<file path="src/rtl/fifo_ctrl_pkg.sv">
// Shared types and helpers for the wide-write FIFO controller.
//
// Contents:
//   fifo_status_t - registered status flags (full, empty, almost_full, almost_empty)
//   StatusReset   - flag values forced by reset (empty, nothing else asserted)
//   free_words()  - number of unoccupied words for a given occupancy
//   calc_status() - derives all four flags from an occupancy value
package fifo_ctrl_pkg;

    typedef struct packed {
        logic full;
        logic empty;
        logic almost_full;
        logic almost_empty;
    } fifo_status_t;

    localparam fifo_status_t StatusReset = '{
        full:         1'b0,
        empty:        1'b1,
        almost_full:  1'b0,
        almost_empty: 1'b1
    };

    // Saturates at zero so an out-of-range occupancy can never report spare room.
    function automatic int unsigned free_words(input int unsigned count,
                                               input int unsigned depth);
        return (count >= depth) ? 0 : depth - count;
    endfunction

    // "full" means a whole write burst no longer fits, not that every word is used.
    function automatic fifo_status_t calc_status(input int unsigned count,
                                                 input int unsigned depth,
                                                 input int unsigned wr_ratio,
                                                 input int unsigned af_level,
                                                 input int unsigned ae_level);
        fifo_status_t st;
        st.full         = free_words(count, depth) < wr_ratio;
        st.empty        = (count == 0);
        st.almost_full  = (count >= af_level);
        st.almost_empty = (count <= ae_level);
        return st;
    endfunction

endpackage

</file>
<file path="src/rtl/fifo_ptr.sv">
// Wrapping address pointer.
//
// Advances by STEP on every enabled clock edge, modulo 2**WIDTH. Reset is
// synchronous and active-low, returning the pointer to zero.
//
// Ports:
//   clk_i  - rising-edge clock
//   rst_ni - synchronous active-low reset
//   en_i   - advance the pointer at the next edge
//   ptr_o  - current pointer value
module fifo_ptr #(
    parameter int unsigned WIDTH = 3,
    parameter int unsigned STEP  = 1
) (
    input  logic             clk_i,
    input  logic             rst_ni,
    input  logic             en_i,
    output logic [WIDTH-1:0] ptr_o
);

    logic [WIDTH-1:0] ptr_q, ptr_d;

    // Truncating STEP to WIDTH bits gives the modulo wrap for free; a step equal
    // to the full range becomes zero, which is the correct wrapped result.
    always_comb begin
        ptr_d = ptr_q;
        if (en_i) begin
            ptr_d = ptr_q + WIDTH'(STEP);
        end
    end

    always_ff @(posedge clk_i) begin
        if (!rst_ni) begin
            ptr_q <= '0;
        end else begin
            ptr_q <= ptr_d;
        end
    end

    assign ptr_o = ptr_q;

endmodule

</file>
<file path="src/rtl/wide_fifo_ctrl.sv">
// Wide-write / narrow-read FIFO controller.
//
// Each accepted write stores WR_RATIO consecutive words starting at w_addr;
// each accepted read consumes one word at r_addr. The storage array itself is
// external: this block only produces addresses, acknowledges and status.
// Occupancy is tracked in words; all flags come from that count, never from
// comparing pointers.
//
// Ports:
//   clk          - rising-edge clock
//   reset_n      - synchronous active-low reset
//   wr           - write request (WR_RATIO words)
//   rd           - read request (one word)
//   w_addr       - base word address of the current write
//   r_addr       - word address of the current read
//   full         - fewer than WR_RATIO free words
//   empty        - no stored words
//   almost_full  - count >= AF_LEVEL
//   almost_empty - count <= AE_LEVEL
//   count        - stored words, 0..DEPTH
//   wr_ack       - write accepted this cycle (combinational)
//   rd_ack       - read accepted this cycle (combinational)
//   overflow     - sticky: a write was rejected (only with FIFO_CTRL_ERR_FLAGS_EN)
//   underflow    - sticky: a read was rejected (only with FIFO_CTRL_ERR_FLAGS_EN)
//
// Build option: define FIFO_CTRL_ERR_FLAGS_EN to add the overflow/underflow ports.
module wide_fifo_ctrl
    import fifo_ctrl_pkg::*;
#(
    parameter int unsigned ADDR_WIDTH = 3,
    parameter int unsigned WR_RATIO   = 2,
    parameter int unsigned AF_LEVEL   = (2 ** ADDR_WIDTH) - 2,
    parameter int unsigned AE_LEVEL   = 2
) (
    input  logic                  clk,
    input  logic                  reset_n,
    input  logic                  wr,
    input  logic                  rd,
    output logic [ADDR_WIDTH-1:0] w_addr,
    output logic [ADDR_WIDTH-1:0] r_addr,
    output logic                  full,
    output logic                  empty,
    output logic                  almost_full,
    output logic                  almost_empty,
    output logic [ADDR_WIDTH:0]   count,
    output logic                  wr_ack,
    output logic                  rd_ack
`ifdef FIFO_CTRL_ERR_FLAGS_EN
    ,
    output logic                  overflow,
    output logic                  underflow
`endif
);

    localparam int unsigned DEPTH = 2 ** ADDR_WIDTH;
    // One spare bit above the count width so the intermediate sum cannot alias.
    localparam int unsigned CW    = ADDR_WIDTH + 2;

    logic [ADDR_WIDTH:0] count_q, count_d;
    logic [CW-1:0]       count_ext;
    fifo_status_t        status_q, status_d;
    logic                wr_ok, rd_ok;

    // Accept decisions use only registered flags, so wr and rd never interact
    // within a cycle. Gating with reset_n keeps requests made during reset
    // unacknowledged even before the flags have been reset.
    assign wr_ok = wr & ~status_q.full  & reset_n;
    assign rd_ok = rd & ~status_q.empty & reset_n;

    assign wr_ack = wr_ok;
    assign rd_ack = rd_ok;

    always_comb begin
        count_ext = {1'b0, count_q};
        if (wr_ok) begin
            count_ext = count_ext + CW'(WR_RATIO);
        end
        if (rd_ok) begin
            count_ext = count_ext - CW'(1);
        end
        count_d  = count_ext[ADDR_WIDTH:0];
        status_d = calc_status(32'(count_ext), DEPTH, WR_RATIO, AF_LEVEL, AE_LEVEL);
    end

    always_ff @(posedge clk) begin
        if (!reset_n) begin
            count_q  <= '0;
            status_q <= StatusReset;
        end else begin
            count_q  <= count_d;
            status_q <= status_d;
        end
    end

    assign count        = count_q;
    assign full         = status_q.full;
    assign empty        = status_q.empty;
    assign almost_full  = status_q.almost_full;
    assign almost_empty = status_q.almost_empty;

    // Write pointer steps by a whole burst, so it stays burst-aligned and a
    // burst never straddles the wrap point.
    fifo_ptr #(
        .WIDTH (ADDR_WIDTH),
        .STEP  (WR_RATIO)
    ) u_wr_ptr (
        .clk_i  (clk),
        .rst_ni (reset_n),
        .en_i   (wr_ok),
        .ptr_o  (w_addr)
    );

    fifo_ptr #(
        .WIDTH (ADDR_WIDTH),
        .STEP  (1)
    ) u_rd_ptr (
        .clk_i  (clk),
        .rst_ni (reset_n),
        .en_i   (rd_ok),
        .ptr_o  (r_addr)
    );

`ifdef FIFO_CTRL_ERR_FLAGS_EN
    logic overflow_q, overflow_d;
    logic underflow_q, underflow_d;

    // Sticky until reset; a rejected request is one seen while the blocking
    // flag is set (reset_n low clears regardless, via the register below).
    always_comb begin
        overflow_d  = overflow_q  | (wr & status_q.full);
        underflow_d = underflow_q | (rd & status_q.empty);
    end

    always_ff @(posedge clk) begin
        if (!reset_n) begin
            overflow_q  <= 1'b0;
            underflow_q <= 1'b0;
        end else begin
            overflow_q  <= overflow_d;
            underflow_q <= underflow_d;
        end
    end

    assign overflow  = overflow_q;
    assign underflow = underflow_q;
`endif

endmodule
</file>
<file path="config.mk">
export PLATFORM = sky130hd
export DESIGN_NAME = wide_fifo_ctrl
export DESIGN_NICKNAME = d
export VERILOG_FILES = /design/src/rtl/fifo_ctrl_pkg.sv /design/src/rtl/fifo_ptr.sv /design/src/rtl/wide_fifo_ctrl.sv
export SDC_FILE = /design/constraint.sdc
export NUM_CORES = 1
export LEC_CHECK = 0
export CORE_MARGIN = 4
export CORE_UTILIZATION = 41
export DETAILED_ROUTE_END_ITERATION = 8
export PLACE_DENSITY_LB_ADDON = 0.15
export SKIP_LAST_GASP = 1
export SLEW_MARGIN = 0
export SYNTH_ARGS = -nofsm -noshare
export SYNTH_HDL_FRONTEND = slang
export SYNTH_SLANG_ARGS = --single-unit
</file>
<file path="constraint.sdc">
create_clock -name clk -period 2.7 [get_ports clk]
set_input_delay 0.675 -clock clk [delete_from_list [all_inputs] [get_ports clk]]
set_output_delay 0.675 -clock clk [all_outputs]
set_load 0.01 [all_outputs]
</file>
# Word-level counts from Yosys, hierarchy flattened
# Index checks and enable logic that the tools add are counted.
# word_totals
ff_bits	14
in_bits	4
output_inout_bits	16
# classes
n_addsub	5
magnitude_cmp	4
n_mux	3
bitwise_logic	6
n_reduce_logical	1
# ops
operator	n
32-bit by 2-bit < comparator with 1-bit output, second input constant	1
32-bit two-way mux	1
5-bit two-way mux	2
4-bit by 5-bit subtractor with 6-bit output, first input constant	1
4-bit by 2-bit adder with 5-bit output, second input constant	1
5-bit by 3-bit greater-or-equal comparator with 1-bit output, second input constant	1
5-bit by 4-bit greater-or-equal comparator with 1-bit output, second input constant	1
5-bit by 2-bit less-or-equal comparator with 1-bit output, second input constant	1
5-bit logical NOT	1
5-bit by 1-bit subtractor with 5-bit output, second input constant	1
1-bit AND	4
3-bit by 1-bit adder with 3-bit output, second input constant	1
3-bit by 2-bit adder with 3-bit output, second input constant	1
1-bit NOT	2

# Logic depth before layout (Yosys ltp)
# depth
depth_word	9
mapped_depth	13
mapped_depth_nobuf	11

# Modules after synthesis
# From an unflattened synthesis, not the netlist that was laid out.
# hier_totals
cells_unflattened	97
area_unflattened_um2	897.1
# modules_own_cells
module	n_inst	cells_per_inst	area_per_inst_um2	seq_area_each_um2
wide_fifo_ctrl	1	75	679.4	160.2
fifo_ptr at u_rd_ptr	1	12	127.6	60.1
fifo_ptr at u_wr_ptr	1	10	90.1	40.0

# Worst setup path before layout
# Ideal clock, no wire load.
# synth_path
kind	input to register
startpoint	input port reset_n
endpoint	register status_q, in the netlist full
setup_ns	0.064
arrival_time_ns	2.758
t_required_ns	2.636
slack_ns	-0.122
path_stages	11
path_buffers	2
path_cell_list	buf_6 and3b_1 buf_6 xor2_4 inv_2 ha_1 mux2i_1 inv_1 ha_1 or4_1 nand4_1
# synth_between
elab_chain_len	7
# synth_rtl
item	line	rtl
start: declaration	wide_fifo_ctrl.sv:36	input logic reset_n,
1-bit AND (*)	wide_fifo_ctrl.sv:67	assign wr_ok = wr & ~status_q.full & reset_n;
net wr_ack	wide_fifo_ctrl.sv:46	output logic wr_ack,
5-bit two-way mux (*)	wide_fifo_ctrl.sv:75	if (wr_ok) begin
5-bit by 1-bit subtractor with 5-bit output	wide_fifo_ctrl.sv:79	count_ext = count_ext - CW'(1);
5-bit two-way mux (*)	wide_fifo_ctrl.sv:78	if (rd_ok) begin
net count_ext[1]	wide_fifo_ctrl.sv:60	logic [CW-1:0] count_ext;
4-bit by 5-bit subtractor with 6-bit output / 5-bit by 4-bit greater-or-equal comparator with 1-bit output (equally long branches)	fifo_ctrl_pkg.sv:27	return (count >= depth) ? 0 : depth - count;
32-bit two-way mux (*)	fifo_ctrl_pkg.sv:27	
32-bit by 2-bit < comparator with 1-bit output (*)	fifo_ctrl_pkg.sv:37	st.full = free_words(count, depth) < wr_ratio;
end signal: assignment	wide_fifo_ctrl.sv:88	status_q <= StatusReset;
end signal: assignment	wide_fifo_ctrl.sv:91	status_q <= status_d;
end: declaration	wide_fifo_ctrl.sv:61	fifo_status_t status_q, status_d;
# Mark *: on every way through the listed nets, which the timed path passes. The rest lies on a longest branch.
# A chain may end at the register's enable or synchronous reset.

# Worst setup path in the final report
# layout_path
startpoint	input port reset_n
endpoint	register status_q, in the netlist full
# layout_between
elab_chain_len	7
# layout_rtl
item	line
1-bit AND	wide_fifo_ctrl.sv:67
5-bit two-way mux	wide_fifo_ctrl.sv:75
5-bit by 1-bit subtractor with 5-bit output	wide_fifo_ctrl.sv:79
5-bit two-way mux (*)	wide_fifo_ctrl.sv:78
net count_ext[1]	wide_fifo_ctrl.sv:60
4-bit by 5-bit subtractor with 6-bit output / 5-bit by 4-bit greater-or-equal comparator with 1-bit output (equally long branches)	fifo_ctrl_pkg.sv:27
32-bit two-way mux (*)	fifo_ctrl_pkg.sv:27
32-bit by 2-bit < comparator with 1-bit output (*)	fifo_ctrl_pkg.sv:37
# Marked as above.

==> metrics.md <==
| Metric | Value |
|---|---|
| Vias in the first global route | `829` |
| Clk sink count | `13` |
| Unrepaired setup endpoints after global routing | `false` |
| YS warnings | `0` |
| Drt wl/cell | `12.4 µm` |
| Worst Path Required | `2.92 ns` |
| Mapped Nets | `103` |
| Die Width | `53.1 µm` |
| Nets@finish | `140` |
| H-tree Lvls | `1` |
| Antenna violations before repair | `0` |
| Core Area | `1940 µm²` |
| Max-cap violation count | `0` |
| Post-synth top area share | `31.2%` |
| First-pass iteration count of the detailed router | `4` |
| Row count | `16` |
| Total wire length | `1940 µm` |
| Most frequent cell after synthesis | `dfxtp_1` |
| Post-synth EDFFs | `0` |
| DRT iter0 DRCs | `5` |
| Detailed Place HPWL | `1520 µm` |
| CP startpoint kind | `primary input` |
| CP endpoint kind | `flip-flop` |
| Largest net degree at the start of global routing | `12` |
| Cells along the critical path | `dlygate4sd2_1 -> and3b_2 -> xor2_4 -> inv_2 -> ha_4 -> mux2i_2 -> inv_2 -> ha_4 -> or4_1 -> nand4_1` |
| Post-synthesis area per instance | `8.88 µm²` |
| Static Leak | `0.532 nW` |
| Synthesized instance count | `94` |
| Worst setup path category | `primary input to flip-flop` |
| Initial Util | `43.0%` |
| # IOs | `20` |
| CP Max Fanout | `2` |
| Via count | `791` |
| Top cells by area, synth | `dfxtp_1 31%, ha_1 7.5%, xnor2_1 4.2%, xor2_1 4.2%, nor2_1 3.6%` |
| Slowest-stage cell, CP | `or4_1` |
| Post-CTS Hold Buffers | `0` |
| Most frequent cells after synthesis | `13 x dfxtp_1, 8 x nor2_1, 7 x nand2_1` |
| Layout filler cell count | `179` |
| Register Area | `260 µm²` |
| Status | `finished, final reports clean` |
| CP arrival | `2.70 ns` |
| Final Max Tran Viols | `0` |
| Register area share after synthesis | `31.2%` |
| PD cells | `934 nW/µm²` |
| Largest area contributor in the netlist | `dfxtp_1` |
| Post-route clock period utilization | `91.9%` |
| Diodes inserted | `0` |
| Final Hold Viols | `0` |
| Longest Clk Path Bufs | `2` |
| Clock Skews | `0.00578 ns` |
| Root Driver | `clkbuf_4` |
| DP Worst Slack | `-0.420 ns` |
| Tmin final | `2.48 ns` |
| Crit-path max cell delay | `0.49 ns` |
| FMAX | `0.403 GHz` |
| Placer's final routability congestion estimate | `0.828` |
| Remaining antenna violation count | `0` |
| Die Area | `2820 µm²` |
| Worst skew pair latency | `0.27 ns` |
| WHS | `0.478 ns` |
| Total CTS buffers | `3` |
| Layout area overhead | `46.0%` |
| #FFs+latches synth | `13` |
| GRT Total Usage | `17.0%` |
| First-pass GRT wire length | `3520 µm` |
| Die Height | `53.1 µm` |
| Share of layout cells above drive strength 1 | `27.7%` |
| Clock Pin Slew Worst Setup and Hold Paths | `0.08 ns` |
| CTS tree | `built` |
| Multi-input gate area | `551 µm²` |
| Fraction of registers with async set/reset | `0%` |
| VDD IR max | `0.618 mV` |
| Worst min path class | `flip-flop to flip-flop` |
| Final setup violation count | `0` |
| DRC | `0` |
| Post-Syn Area | `835 µm²` |
| # port buffers | `18` |
| Synth unique cells | `38` |
| Worst Setup Slack, final | `0.218 ns` |
| Routed vias/inst | `5.04` |
| Total gr overflow | `0` |
| Post-synth top flop | `dfxtp_1` |
## final timing paths
check,startpoint,depth (start not counted),slack (ns),to
setup / recovery,reset_n,10,0.22,full
hold / removal,u_rd_ptr.ptr_o[1],2,0.48,u_rd_ptr.ptr_o[1]
setup reg to reg,full,9,0.43,full
hold reg to reg,u_rd_ptr.ptr_o[1],2,0.48,u_rd_ptr.ptr_o[1]
## layout make-up
type | instances | area share [%]
multi-input cells | 69 | 45.2
repair buffers | 37 | 26.4
flip-flops and latches | 13 | 21.4
well taps | 27 | 2.77
clock buffers | 4 | 2.16
inverters | 7 | 2.16
## worst max-delay path, delay by kind of cell
kind | cells | cell delay, ns
simple gates | 3 | 0.83
mux | 1 | 0.19
fa+ha+maj | 2 | 0.46
buf+inv | 3 | 0.40
xor+xnor | 1 | 0.15
## state kept, by name, summed over array words and instances, names as in the netlist
signal	cells
count	4
u_rd_ptr.ptr_o	3
u_wr_ptr.ptr_o	2
almost_empty	1
almost_full	1
empty	1
full	1
## layer usage
layer  wire length (µm)  GRT usage, %  share of wire, %  vias to the layer above
met5                  0             0                 0                        -
met4                 68          8.94               3.5                        0
met3                 62          3.66               3.2                        8
met2                897          27.5                46                       16
met1                915          20.8                47                      370
li1                   -             -                 -                      397
## report_power, final
group          total, W  internal (W)  switching, W
Sequential     0.000319      0.000251     0.0000687
Clock          0.000120     0.0000572     0.0000624
Combinational  0.000699      0.000407      0.000292
## stage by stage
stage	total power, W	cells	setup TNS [ns]	util [%]	cell area [µm²]
6_report	0.00114	157	0	62.8	1220
5_1_grt	0.00124	157	0	62.8	1220
4_1_cts	0.00114	157	0	62.4	1210
3_5_place_dp	0.000943	148	-1.17	58.3	1130
3_3_place_gp	0.000933	148	-1.02	58.3	1130
2_1_floorplan	0.000653	94	-0.0140	-	855
## cell families after synthesis
group,after synthesis,share of synthesized area [%]
AOI/OAI and AO/OA,12,10.6
other,1,0.449
adders and majority gates,5,7.50
and+or+nand+nor,39,27.1
muxes,3,3.75
buffers and inverters,12,7.65
xor gates and xnor gates,9,11.7
DFF,13,31.2
## cells in the final DEF, fill, tap and decap left out, types with 4 or more instances in the layout
| cell | n |
|---|---|
| clkdlybuf4s50_1 | 14 |
| dfxtp_1 | 13 |
| nand2_1 | 6 |
| xor2_1 | 4 |
| xnor2_1 | 4 |
| nor2_1 | 8 |
| buf_4 | 19 |
| inv_1 | 4 |
## timing repair
action                     4_1_cts  5_1_grt
buffers inserted                 5        0
pin swaps                        1        0
gates resized for setup          8        2
setup endpoints to repair        3        1
Note: power is estimated with default switching activity, not from simulation.
